### src/rtl/mem_access_ctrl_if.sv
// Word-wide memory bus between mem_access_ctrl (master) and the DataMemory block (slave).
interface mem_access_ctrl_if;
  logic        mem_valid;
  logic [31:0] mem_addr;
  logic        mem_write_enabled;
  logic [31:0] mem_w_data;
  logic [31:0] mem_r_data;
  logic [1:0]  mem_status;

  modport master (
    output mem_valid, mem_addr, mem_write_enabled, mem_w_data,
    input  mem_r_data, mem_status
  );

  modport slave (
    input  mem_valid, mem_addr, mem_write_enabled, mem_w_data,
    output mem_r_data, mem_status
  );
endinterface

### src/rtl/mem_access_ctrl.sv
// MEM-stage controller: turns byte/half/word loads and stores into word transactions,
// with read-modify-write for sub-word stores, load extension, alignment and timeout errors.
module mem_access_ctrl #(
  parameter int MAX_WAIT = 255
) (
  input  logic               clk,
  input  logic               reset,
  input  logic               req_valid,
  input  logic               req_write,
  input  logic [1:0]         req_size,
  input  logic               req_signed,
  input  logic [31:0]        req_addr,
  input  logic [31:0]        req_wdata,
  output logic               stall,
  output logic               resp_valid,
  output logic [31:0]        resp_rdata,
  output logic               addr_error,
  output logic               mem_error,
  mem_access_ctrl_if.master  bus
);

  typedef enum logic [1:0] {IDLE, RD, WR, DONE} state_t;

  localparam logic [7:0] WAIT_LAST = 8'(MAX_WAIT - 1);

  state_t      state;
  state_t      next_state;
  logic        armed;
  logic [7:0]  wait_cnt;
  logic        mem_valid_q;
  logic [31:0] mem_addr_q;
  logic        mem_we_q;
  logic [31:0] mem_w_data_q;
  logic [31:0] resp_rdata_q;
  logic        addr_error_q;
  logic        mem_error_q;

  logic        bad_access;
  logic        word_store;
  logic        waiting;
  logic        complete;
  logic        timeout;
  logic [7:0]  rd_byte;
  logic [15:0] rd_half;
  logic [31:0] load_data;
  logic [31:0] merged_word;
  logic [4:0]  lane_shift;

  // Request decode, handshake qualification and lane extract/merge.
  always_comb begin
    bad_access = 1'b0;
    case (req_size)
      2'b00:   bad_access = 1'b0;
      2'b01:   bad_access = req_addr[0];
      2'b10:   bad_access = |req_addr[1:0];
      default: bad_access = 1'b1;
    endcase
    word_store = req_write && (req_size == 2'b10);
    waiting    = (state == RD) || (state == WR);
    // A done status only counts once the memory has been seen idle in this wait state.
    complete   = waiting && armed && (bus.mem_status == 2'b10);
    timeout    = waiting && !complete && (wait_cnt == WAIT_LAST);

    rd_byte = bus.mem_r_data[7:0];
    case (req_addr[1:0])
      2'd0: rd_byte = bus.mem_r_data[7:0];
      2'd1: rd_byte = bus.mem_r_data[15:8];
      2'd2: rd_byte = bus.mem_r_data[23:16];
      2'd3: rd_byte = bus.mem_r_data[31:24];
      default: rd_byte = bus.mem_r_data[7:0];
    endcase
    rd_half = req_addr[1] ? bus.mem_r_data[31:16] : bus.mem_r_data[15:0];

    load_data   = bus.mem_r_data;
    merged_word = bus.mem_r_data;
    lane_shift  = 5'd0;
    case (req_size)
      2'b00: begin
        load_data   = {{24{req_signed & rd_byte[7]}}, rd_byte};
        lane_shift  = {req_addr[1:0], 3'b000};
        merged_word = (bus.mem_r_data & ~(32'h0000_00FF << lane_shift))
                    | ({24'h0, req_wdata[7:0]} << lane_shift);
      end
      2'b01: begin
        load_data   = {{16{req_signed & rd_half[15]}}, rd_half};
        lane_shift  = {req_addr[1], 4'b0000};
        merged_word = (bus.mem_r_data & ~(32'h0000_FFFF << lane_shift))
                    | ({16'h0, req_wdata[15:0]} << lane_shift);
      end
      default: begin
        load_data   = bus.mem_r_data;
        merged_word = bus.mem_r_data;
      end
    endcase
  end

  always_ff @(posedge clk or posedge reset) begin
    if (reset) state <= IDLE;
    else       state <= next_state;
  end

  always_comb begin
    next_state = state;
    case (state)
      IDLE: if (req_valid) next_state = bad_access ? DONE : (word_store ? WR : RD);
      RD:   if (complete) next_state = req_write ? WR : DONE;
            else if (timeout) next_state = DONE;
      WR:   if (complete || timeout) next_state = DONE;
      DONE: next_state = IDLE;
      default: next_state = IDLE;
    endcase
  end

  always_comb begin
    resp_valid = (state == DONE);
    stall      = req_valid && (state != DONE);
  end

  // Memory-side registers are loaded on entry to a wait state and cleared when leaving it.
  always_ff @(posedge clk or posedge reset) begin
    if (reset) begin
      armed        <= 1'b0;
      wait_cnt     <= 8'd0;
      mem_valid_q  <= 1'b0;
      mem_addr_q   <= 32'h0;
      mem_we_q     <= 1'b0;
      mem_w_data_q <= 32'h0;
      resp_rdata_q <= 32'h0;
      addr_error_q <= 1'b0;
      mem_error_q  <= 1'b0;
    end else begin
      case (state)
        IDLE: begin
          if (req_valid) begin
            if (bad_access) begin
              addr_error_q <= 1'b1;
            end else begin
              mem_valid_q  <= 1'b1;
              mem_addr_q   <= {req_addr[31:2], 2'b00};
              mem_we_q     <= word_store;
              mem_w_data_q <= word_store ? req_wdata : 32'h0;
              armed        <= 1'b0;
              wait_cnt     <= 8'd0;
            end
          end
        end
        RD, WR: begin
          wait_cnt <= wait_cnt + 8'd1;
          if (bus.mem_status == 2'b00) armed <= 1'b1;
          if (complete && (state == RD) && req_write) begin
            mem_we_q     <= 1'b1;
            mem_w_data_q <= merged_word;
            armed        <= 1'b0;
            wait_cnt     <= 8'd0;
          end else if (complete || timeout) begin
            mem_valid_q  <= 1'b0;
            mem_addr_q   <= 32'h0;
            mem_we_q     <= 1'b0;
            mem_w_data_q <= 32'h0;
            armed        <= 1'b0;
            wait_cnt     <= 8'd0;
            if (timeout)            mem_error_q  <= 1'b1;
            else if (state == RD)   resp_rdata_q <= load_data;
          end
        end
        DONE: begin
          resp_rdata_q <= 32'h0;
          addr_error_q <= 1'b0;
          mem_error_q  <= 1'b0;
        end
        default: ;
      endcase
    end
  end

  assign resp_rdata            = resp_rdata_q;
  assign addr_error            = addr_error_q;
  assign mem_error             = mem_error_q;
  assign bus.mem_valid         = mem_valid_q;
  assign bus.mem_addr          = mem_addr_q;
  assign bus.mem_write_enabled = mem_we_q;
  assign bus.mem_w_data        = mem_w_data_q;

endmodule
### src/flat_wrapper.sv
// flat-port wrapper written by rule: the top's interface ports become plain ports
module mem_access_ctrl_flat 
#(
  parameter int MAX_WAIT = 255
)
  (clk, reset, req_valid, req_write, req_size, req_signed, req_addr, req_wdata, stall, resp_valid, resp_rdata, addr_error, mem_error, bus_mem_valid, bus_mem_addr, bus_mem_write_enabled, bus_mem_w_data, bus_mem_r_data, bus_mem_status);
  mem_access_ctrl_if bus_i ();
  input  logic clk;
  input  logic reset;
  input  logic req_valid;
  input  logic req_write;
  input  logic [1:0] req_size;
  input  logic req_signed;
  input  logic [31:0] req_addr;
  input  logic [31:0] req_wdata;
  output logic stall;
  output logic resp_valid;
  output logic [31:0] resp_rdata;
  output logic addr_error;
  output logic mem_error;
  output wire logic [$bits(bus_i.mem_valid)-1:0] bus_mem_valid;
  output wire logic [$bits(bus_i.mem_addr)-1:0] bus_mem_addr;
  output wire logic [$bits(bus_i.mem_write_enabled)-1:0] bus_mem_write_enabled;
  output wire logic [$bits(bus_i.mem_w_data)-1:0] bus_mem_w_data;
  input wire logic [$bits(bus_i.mem_r_data)-1:0] bus_mem_r_data;
  input wire logic [$bits(bus_i.mem_status)-1:0] bus_mem_status;
  assign bus_mem_valid = bus_i.mem_valid;
  assign bus_mem_addr = bus_i.mem_addr;
  assign bus_mem_write_enabled = bus_i.mem_write_enabled;
  assign bus_mem_w_data = bus_i.mem_w_data;
  assign bus_i.mem_r_data = bus_mem_r_data;
  assign bus_i.mem_status = bus_mem_status;
  mem_access_ctrl #(.MAX_WAIT(MAX_WAIT)) u_core (.clk(clk), .reset(reset), .req_valid(req_valid), .req_write(req_write), .req_size(req_size), .req_signed(req_signed), .req_addr(req_addr), .req_wdata(req_wdata), .stall(stall), .resp_valid(resp_valid), .resp_rdata(resp_rdata), .addr_error(addr_error), .mem_error(mem_error), .bus(bus_i));
endmodule
### config.mk
export PLATFORM = sky130hd
export DESIGN_NAME = mem_access_ctrl_flat
export DESIGN_NICKNAME = d
export VERILOG_FILES = /design/src/rtl/mem_access_ctrl_if.sv /design/src/rtl/mem_access_ctrl.sv /design/src/flat_wrapper.sv
export SDC_FILE = /design/constraint.sdc
export NUM_CORES = 1
export LEC_CHECK = 0
export BUFFER_PORTS_ARGS = -buffer_cell sky130_fd_sc_hd__buf_2
export CORE_ASPECT_RATIO = 2
export CORE_MARGIN = 8
export CORE_UTILIZATION = 41
export CTS_CLUSTER_DIAMETER = 40
export DETAILED_ROUTE_END_ITERATION = 10
export PLACE_DENSITY = 0.68
export SETUP_SLACK_MARGIN = 0.15
export SLEW_MARGIN = 5
export SYNTH_ARGS = -nofsm -noshare
export SYNTH_HDL_FRONTEND = slang
export SYNTH_SLANG_ARGS = --single-unit
### constraint.sdc
create_clock -name clk -period 6.99 [get_ports clk]
set_input_delay 0.699 -clock clk [delete_from_list [all_inputs] [get_ports clk]]
set_output_delay 0.699 -clock clk [all_outputs]
set_load 0.02 [all_outputs]
==> impl_metrics.tcl <==
set metrics [dict create \
    status "complete, no violations" \
    cts_root_buffer "clkbuf_16" \
    synth-main-ff-cell "dfrtp_1" \
    fp.dieH_um 186 \
    syn2layout_area_growth_pct 23.4 \
    synthArstFlopShare_pct 100 \
    die_w_um 101 \
    numPlacedInstances 994 \
    fin_nets 924 \
    drtIter0Drc 594 \
    start_util_pct 41.6 \
    synth.distinct_cells 60 \
    gr-total-overflow 0 \
    antenna_found_initial 0 \
    viasPerCell 5.80 \
    hold_viol_final 0 \
    report.final.slew_viol_count 0 \
    drv_cap 0 \
    clock_latency_ns 0.36 \
    p_per_area_nw_per_um2 485 \
    core_um2 14300 \
    postCtsSetupBuffers 0 \
    cts_max_path_buffers 2 \
    synth.area.mux_share_pct 4.60 \
    rsz0062_at_grt "no" \
    io_pins 207 \
    fin_crit_ns 3.90 \
    place.gp.congestion 1.00 \
    crit_arrival_ns 4.14 \
    gr-usage-all-layers_pct 23.5 \
    avgSynthCellArea_um2 9.20 \
    cts_resized 0 \
    num_rows 62 \
    grt_max_degree 71 \
    clk_pin_slew_ns 0.08 \
    synth-simple-area-share_pct 14.5 \
    grt_pass1_vias 5861 \
    tightest_slew_ns 1.04 \
    drive_gt1_share_pct 31.9 \
    die_area_um2 18800 \
    io_buffers 204 \
    ys_seq_area_share_pct 46.0 \
    final_cell_count_no_fill 1011 \
    ant_nets 0 \
    layout_common_cells "204 x buf_2, 109 x dfrtp_1, 83 x nand2_1" \
    synthAdderAreaFrac_pct 1.26 \
    setup_tns_ns 0 \
    fin_crit_sh_pct 55.9 \
    setup_viol 0 \
    dr.pass1.iters 6 \
    crit_required_ns 7.22 \
    routed-via-count 5861 \
    wl_per_cell_um 22.2 \
    fmax_mhz 256 \
    r2r_start "u_core.state[0]" \
    critPathCaptureType "flip-flop" \
    layout_commonest_cell "buf_2" \
    cp_max_fo 70 \
    synth_compound_gate_area_share_pct 28.6 \
    syn_inst 645 \
    holdCritPathClass "in -> async" \
    numClockSinks 109 \
    cts_tree "built" \
    htreeDepth 3 \
    cellLeakagePower_nw 3.45 \
    synth_edf_count 0 \
    yosys.area_share.xor_xnor_pct 0.148 \
    cts_hold_buf 0 \
    yosys_register_bits 109 \
    crit_start "u_core.state[0]" \
    synth_top_family_by_area "compound AO/OA/AOI/OAI gates" \
    r2r_slack_ns 3.09 \
    n_fill_cell 1456 \
    synth_area_um2 5940 \
    wl_um 22400 \
    final_design_area_no_fill_um2 7320 \
    ir_drop_uv 271 \
    critPathKind "reg -> reg" \
    dp_hpwl_um 17300 \
    place_area_um2 7040 \
    grt_pass1_wl_um 33500 \
    cts_made_buffers 9 \
    slew-limit-headroom_pct 30.7 \
    startpoint_type "flip-flop" \
    yosys_warnings 0 \
    finClkSkew_ns 0.00932 \
    drc_errors 0 \
]
==> metrics by stage <==
| stage | util [%] | power (W) | hold WS, ns | setup slack (ns) |
|---|---|---|---|---|
| CTS | 51.3 | 0.00357 | 0.445 | 3.09 |
| finish | 51.3 | 0.00355 | 0.418 | 3.09 |
| global placement | 49.3 | 0.00303 | 0.455 | 3.20 |
| floorplan | - | 0.00248 | 0.490 | 3.42 |
| global route | 51.3 | 0.00382 | 0.472 | 2.71 |
| detailed placement | 49.3 | 0.00306 | 0.461 | 3.12 |
==> logic make-up after synthesis <==
logic type	count (synthesis)
AOI/OAI and AO/OA	242
xor gates and xnor gates	1
adders and majority gates	6
buffers and inverters	69
DFF	109
muxes	25
other	1
and+or+nand+nor	192
==> area by class of cell <==
class	count	area [um^2]	share of cell area, %
sequential	109	2730	37.3
tap	192	240	3.28
clock buffer	9	225	3.08
antenna	1	2.50	0.0342
inverter	15	58.8	0.803
timing repair buffer	210	1070	14.6
clock inverter	7	55.1	0.752
multi-input combinational	468	2950	40.2
==> power breakdown <==
part	switching [W]	internal, W	leakage (nW)
registers	0.000161	0.000936	1.37
clock network	0.000253	0.000247	0.133
logic	0.00126	0.000695	1.95
==> worst paths after layout <==
path	end	cells after the start
min in group clk	u_core.resp_rdata[27]	2
max reg2reg	u_core.bus.mem_addr[13]	8
max in group asynchronous	u_core.wait_cnt[7]	3
min reg2reg	u_core.resp_rdata[27]	2
min	u_core.bus.mem_addr[28]	2
max	u_core.bus.mem_addr[13]	8
==> layer usage <==
| metal | routed length [um] | global-route usage [%] | vias up |
|---|---|---|---|
| met5 | 0 | 0 | - |
| met4 | 1490 | 16.3 | 0 |
| met3 | 1780 | 5.93 | 71 |
| met2 | 11300 | 40.6 | 279 |
| met1 | 7910 | 24.2 | 2790 |
| li1 | - | - | 2721 |
==> worst max-delay path: stages, from the launching register on <==
cell	delay, ns
dfrtp_1	0.39
inv_1	0.08
ha_1	0.47
nand4_1	0.20
o211ai_1	0.61
a21boi_4	0.27
buf_4	0.54
nand2_1	0.79
a22o_1	0.42
==> Yosys cell counts (8+ instances only) <==
library cell	number	area (um^2)
a22oi_1	21	158
clkbuf_1	34	128
a31oi_1	14	87.6
mux2_2	18	203
buf_2	13	65.1
a21oi_1	61	305
dfrtp_1	109	2730
nor2_1	62	233
o22ai_1	13	81.3
nand2b_1	9	56.3
a22o_1	31	272
inv_1	13	48.8
o31ai_1	18	135
o41ai_1	9	78.8
o21ai_0	21	105
o221ai_1	14	123
nand2_1	83	312
or3_1	8	50.1
a2bb2oi_1	8	70.1
==> state kept, by name, indices dropped and copies added, names as in the netlist <==
register / cells
u_core.resp_rdata: 32
u_core.state: 2
u_core.bus.mem_w_data: 32
u_core.wait_cnt: 8
u_core.bus.mem_valid: 1
u_core.addr_error: 1
u_core.mem_error: 1
u_core.bus.mem_write_enabled: 1
u_core.armed: 1
u_core.bus.mem_addr: 30
Note: power is estimated with default switching activity, not from simulation.
